**src/rtl/dcache_miss_controller.sv**
```systemverilog
// ---------------------------------------------------------------------------
// dcache_miss_controller
//
// Memory-stage sequencer for data-cache misses. When a load or store misses,
// it freezes the front of the pipeline (stall) and holds the MEM/WB enable
// (hit) low. It then requests the line-aligned burst from main memory and
// streams the returning beats into the cache data array. After the last beat
// it spends one DONE cycle with hit high, so the retried access, which now
// hits, is captured by MEM/WB.
//
// Ports:
//   clk, rst            clock, synchronous active-high reset
//   memRead, memWrite   MEM-stage load / store
//   cacheHit            tag-compare result for addr (combinational)
//   addr                MEM-stage byte address
//   hit, stall          MEM/WB enable and front-pipeline freeze (stall = ~hit)
//   memReq, memAddr     burst request and line-aligned base address
//   memGnt              request accepted by memory
//   memValid, memData   returning beat strobe and data
//   fillEn, fillIdx,    cache data-array write strobe, beat index and data
//   fillData
//   missCount           saturating count of serviced misses
// ---------------------------------------------------------------------------
module dcache_miss_controller #(
    parameter int ADDR_W = 64,
    parameter int BEATS  = 4
) (
    input  logic                     clk,
    input  logic                     rst,
    input  logic                     memRead,
    input  logic                     memWrite,
    input  logic                     cacheHit,
    input  logic [ADDR_W-1:0]        addr,
    output logic                     hit,
    output logic                     stall,
    output logic                     memReq,
    output logic [ADDR_W-1:0]        memAddr,
    input  logic                     memGnt,
    input  logic                     memValid,
    input  logic [63:0]              memData,
    output logic                     fillEn,
    output logic [$clog2(BEATS)-1:0] fillIdx,
    output logic [63:0]              fillData,
    output logic [31:0]              missCount
);

    localparam int OFF_W = $clog2(BEATS * 8);
    localparam int IDX_W = $clog2(BEATS);

    // Clearing the offset with a full-width mask keeps every addr bit in use.
    localparam logic [ADDR_W-1:0] OFF_MASK = ADDR_W'((64'd1 << OFF_W) - 64'd1);

    localparam logic [1:0] ST_IDLE = 2'd0;
    localparam logic [1:0] ST_REQ  = 2'd1;
    localparam logic [1:0] ST_FILL = 2'd2;
    localparam logic [1:0] ST_DONE = 2'd3;

    logic [1:0]        state_reg;
    logic [1:0]        state_next;
    logic [IDX_W-1:0]  beat_reg;
    logic [ADDR_W-1:0] mem_addr_reg;
    logic [31:0]       miss_count_reg;
    logic              miss_detect;
    logic              last_beat;

    assign miss_detect = (memRead | memWrite) & ~cacheHit;
    assign last_beat   = (beat_reg == IDX_W'(BEATS - 1));

    // Next-state and hit decode.
    always_comb begin
        state_next = state_reg;
        hit        = 1'b1;
        case (state_reg)
            ST_IDLE: begin
                hit = ~miss_detect;
                if (miss_detect) begin
                    state_next = ST_REQ;
                end
            end
            ST_REQ: begin
                hit = 1'b0;
                if (memGnt) begin
                    state_next = ST_FILL;
                end
            end
            ST_FILL: begin
                hit = 1'b0;
                if (memValid && last_beat) begin
                    state_next = ST_DONE;
                end
            end
            default: begin
                // DONE: single cycle with hit high for the retried access.
                hit        = 1'b1;
                state_next = ST_IDLE;
            end
        endcase
    end

    assign stall     = ~hit;
    assign memReq    = (state_reg == ST_REQ);
    assign memAddr   = mem_addr_reg;
    assign fillEn    = (state_reg == ST_FILL) & memValid;
    assign fillIdx   = beat_reg;
    assign fillData  = memData;
    assign missCount = miss_count_reg;

    always_ff @(posedge clk) begin
        if (rst) begin
            state_reg      <= ST_IDLE;
            beat_reg       <= '0;
            mem_addr_reg   <= '0;
            miss_count_reg <= '0;
        end else begin
            state_reg <= state_next;

            // Address is captured only at detection; EX/MEM is frozen after.
            if (state_reg == ST_IDLE && miss_detect) begin
                mem_addr_reg <= addr & ~OFF_MASK;
            end

            // Counter starts each fill at zero; BEATS is a power of two so
            // the increment past the last beat wraps back to zero by itself.
            if (state_reg == ST_REQ) begin
                beat_reg <= '0;
            end else if (fillEn) begin
                beat_reg <= beat_reg + IDX_W'(1);
            end

            if (state_reg == ST_DONE && miss_count_reg != 32'hFFFF_FFFF) begin
                miss_count_reg <= miss_count_reg + 32'd1;
            end
        end
    end

endmodule

```
**config.mk**
```make
export PLATFORM = sky130hd
export DESIGN_NAME = dcache_miss_controller
export DESIGN_NICKNAME = d
export VERILOG_FILES = /design/src/rtl/dcache_miss_controller.sv
export SDC_FILE = /design/constraint.sdc
export NUM_CORES = 1
export LEC_CHECK = 0
export ABC_AREA = 1
export CORE_MARGIN = 4
export CORE_UTILIZATION = 34
export CTS_BUF_LIST = sky130_fd_sc_hd__clkbuf_8
export DETAILED_ROUTE_END_ITERATION = 8
export GPL_TIMING_DRIVEN = 0
export PLACE_DENSITY = 0.8
export REMOVE_ABC_BUFFERS = 1
export SLEW_MARGIN = 5
export SYNTH_ARGS = -nofsm -noshare
export SYNTH_HDL_FRONTEND = slang
export SYNTH_SLANG_ARGS = --single-unit
```
**constraint.sdc**
```tcl
create_clock -name clk -period 1.45 [get_ports clk]
set_input_delay 0.2175 -clock clk [delete_from_list [all_inputs] [get_ports clk]]
set_output_delay 0.2175 -clock clk [all_outputs]
set_load 0.1 [all_outputs]
```
==> flow_summary_export.csv <==
group,metric,value,unit
route,viasPerCell,5.283,
finish,largest_reg_flops,59,
floorplan,die_x,126.8,microns
yosys,synth_area,4795,sq um
sta,whs,0.4358,ns
sta,relSlewSlack,66.04,%
route,drc,0,
setup_path,path_class,"flip-flop to flip-flop",
place,gp_congestion,0.8527,
finish,nets,956,
clock_network,clockRootBuffer,"clkbuf_8",
power_and_ir_drop,peakVddDrop,1097,uV
floorplan,initial_core_util,34.68,%
setup_path,cp.arrival,2.00,ns
setup_path,r2r_slack,-0.27,ns
floorplan,ios,301,
sta,period_minus_slack,1.724,ns
yosys,yosysTopAreaCell,"dfxtp_1",
place,io_buffers,162,
sta,fin_skew,0.01302,ns
clock_network,cts_tree,"yes",
place,dpl.hpwl,13.06,mm
finish,syn_to_final_growth,50.34,%
yosys,synth_cell_type_count,28,
yosys,yosysTopAreaCellShare,39.67,%
grt,grt_max_degree,83,
yosys,ys_warn_count,0,
yosys,avgSynthCellArea,7.072,sq um
setup_path,path_max_fanout,4,
setup_path,start_kind,"flip-flop",
finish,diodes,0,
clock_network,cts_max_level,3,
clock_network,cts.sinks,95,
power_and_ir_drop,total_leakage_power,3.039,nW
grt,antenna_found_initial,0,
grt,grt_pass1_wl,28.01,mm
sta,timing.fmax,580.0,MHz
sta,worst_pin_slew,0.5130,ns
sta,rsz0062_at_grt,"true",
yosys,synthTopCellsByArea,"dfxtp_1 (40%), buf_4 (11%), a21oi_1 (9.1%), inv_1 (7.4%), nand2_1 (6.9%)",
route,drtPass1Iterations,6,
route,drtAntennaViolNets,0,
clock_network,cts_made_buffers,9,
clock_network,cts.clk_slew.worst_paths,0.11,ns
route,num_vias,5278,
route,wl,21.13,mm
clock_network,cts_hold_buf,0,
route,drtIter0Drc,309,
floorplan,die_h,126.8,microns
run,maxCapViolCount,0,
power_and_ir_drop,total_power,10.45,mW
setup_path,cp.required,1.73,ns
yosys,synth-seq-cells,95,
yosys,syn_inst,678,
grt,grt_usage,23.02,%
yosys,ys_seq_area_share,39.67,%
finish,drive_gt1_share,40.29,%
sta,finalMaxSlewViolations,0,
sta,final.setup.worst_slack,-0.2741,ns
run_status,status,"complete, but fails checks",
finish,final_util,52.13,%
grt,grt-ovfl-total,0,
run_status,violations,"negative setup slack",
worst_hold_path,holdCritPathClass,"input port to primary output",
power_and_ir_drop,p_per_area,1450,nW/um^2
grt,grt_pass1_vias,4755,
sta,fin_crit_sh,118.9,%
sta,hold_violations,0,
clock_network,clock_latency,0.38,ns
setup_path,end_kind,"flip-flop",
clock_network,clockBufferDepth,2,
floorplan,die_area,16070,sq um
route,post_drt_wl_per_cell,21.15,microns
floorplan,core_area,13830,sq um
sta,setup_viol,78,
floorplan,rows,43,
## worst max-delay path, cell delays in order (launching register included)
cell and delay (ns):
dfxtp_4 0.38, ha_4 0.15, nand2_4 0.06, nor2_4 0.15
nand2_4 0.09, nor2_4 0.22, nand2_1 0.17, inv_1 0.17
nand3_2 0.10, nand2_1 0.08, nor2_1 0.06
## logic make-up after synthesis
logic type                 Yosys count  synth area share, %
buffers and inverters              192                21.24
xor gates and xnor gates             2               0.3654
adders and majority gates            7                1.827
DFF                                 95                39.67
AOI/OAI and AO/OA                  150                15.71
other                                1              0.07821
and+or+nand+nor                    231                21.11
## per-layer routing
layer	vias to the layer above	track usage (%)	part of all wire, %	wire length [microns]
li1	2362	-	-	-
met1	2354	25.83	35	7422
met2	451	30.35	39	8301
met3	105	21.09	20	4178
met4	6	6.625	4.7	1003
met5	-	11.15	1.0	221
## stage by stage
stage / std cells / area [sq um] / setup TNS, ns / setup WS (ns)
floorplan: 587 / 4155 / -83.27 / -1.783
global placement: 929 / 6002 / -212.60 / -2.386
detailed placement: 931 / 6058 / -68.84 / -1.313
CTS: 968 / 6540 / -10.45 / -0.2987
global route: 999 / 7208 / -21.25 / -0.3482
finish: 999 / 7208 / -13.41 / -0.2741
## path summary, 6_finish.rpt
kind,depth (start not counted),endpoint,from
setup reg to reg,10,missCount[12]$_SDFFE_PP0P_,missCount[0]$_SDFFE_PP0P_
setup / recovery,10,missCount[12]$_SDFFE_PP0P_,missCount[0]$_SDFFE_PP0P_
hold reg to reg,2,memAddr[19]$_SDFFE_PP0P_,memAddr[19]$_SDFFE_PP0P_
hold / removal,0,fillData[19],memData[19]
## cell usage in the layout (no fill, tap or decap), types with 18 or more instances in the layout
| master | Yosys | routed |
|---|---|---|
| nand2_2 | 3 | 20 |
| nand2_1 | 88 | 59 |
| dfxtp_1 | 95 | 62 |
| nor2_2 | 8 | 18 |
| nand3_2 | 1 | 20 |
| buf_2 | 7 | 59 |
| nor2_1 | 78 | 56 |
| dfxtp_4 | 0 | 20 |
| buf_4 | 69 | 62 |
| a21oi_2 | 0 | 21 |
| inv_1 | 95 | 90 |
| o21ai_1 | 0 | 40 |
| a21oi_1 | 87 | 65 |
| o21ai_0 | 62 | 20 |
| clkdlybuf4s50_1 | 0 | 65 |
## power by group
group          total (mW)  internal [mW]  switching, mW
clock network        1.88          0.820           1.06
logic                5.33           1.13           4.21
registers            3.24           3.00          0.240
total                10.5           4.95           5.50
## cell type report
| cell class | instances | area, sq um |
|---|---|---|
| clock buffer | 9 | 123.9 |
| clock inverter | 7 | 80.08 |
| fill | 1253 | 6619 |
| inverter | 97 | 379.1 |
| multi-input combinational | 402 | 2604 |
| sequential | 95 | 1993 |
| tap | 180 | 225.2 |
| timing repair buffer | 209 | 1803 |
## Yosys cell counts
cell type	count
clkbuf_1	11
buf_6	4
conb_1	1
nor2_2	8
a21oi_1	87
nand3_1	34
ha_1	7
buf_1	4
nand2_1	88
inv_2	1
buf_2	7
nand2_2	3
o21ai_0	62
nand3_2	1
nand4_1	10
nor3_1	1
nor2_4	2
dfxtp_1	95
clkinv_1	1
inv_1	95
buf_4	69
or2_2	2
nand2_4	1
a21boi_0	1
nor3_2	2
nor2_1	78
and2_1	1
xor2_1	2
## what timing repair did
action / CTS / global route
gates cloned: 8 / 0
resized for setup: 687 / 113
endpoints found under the setup margin: 189 / 100
setup buffers: 13 / 32
pin swaps: 18 / 52
Power figures use the tool's default switching activity.
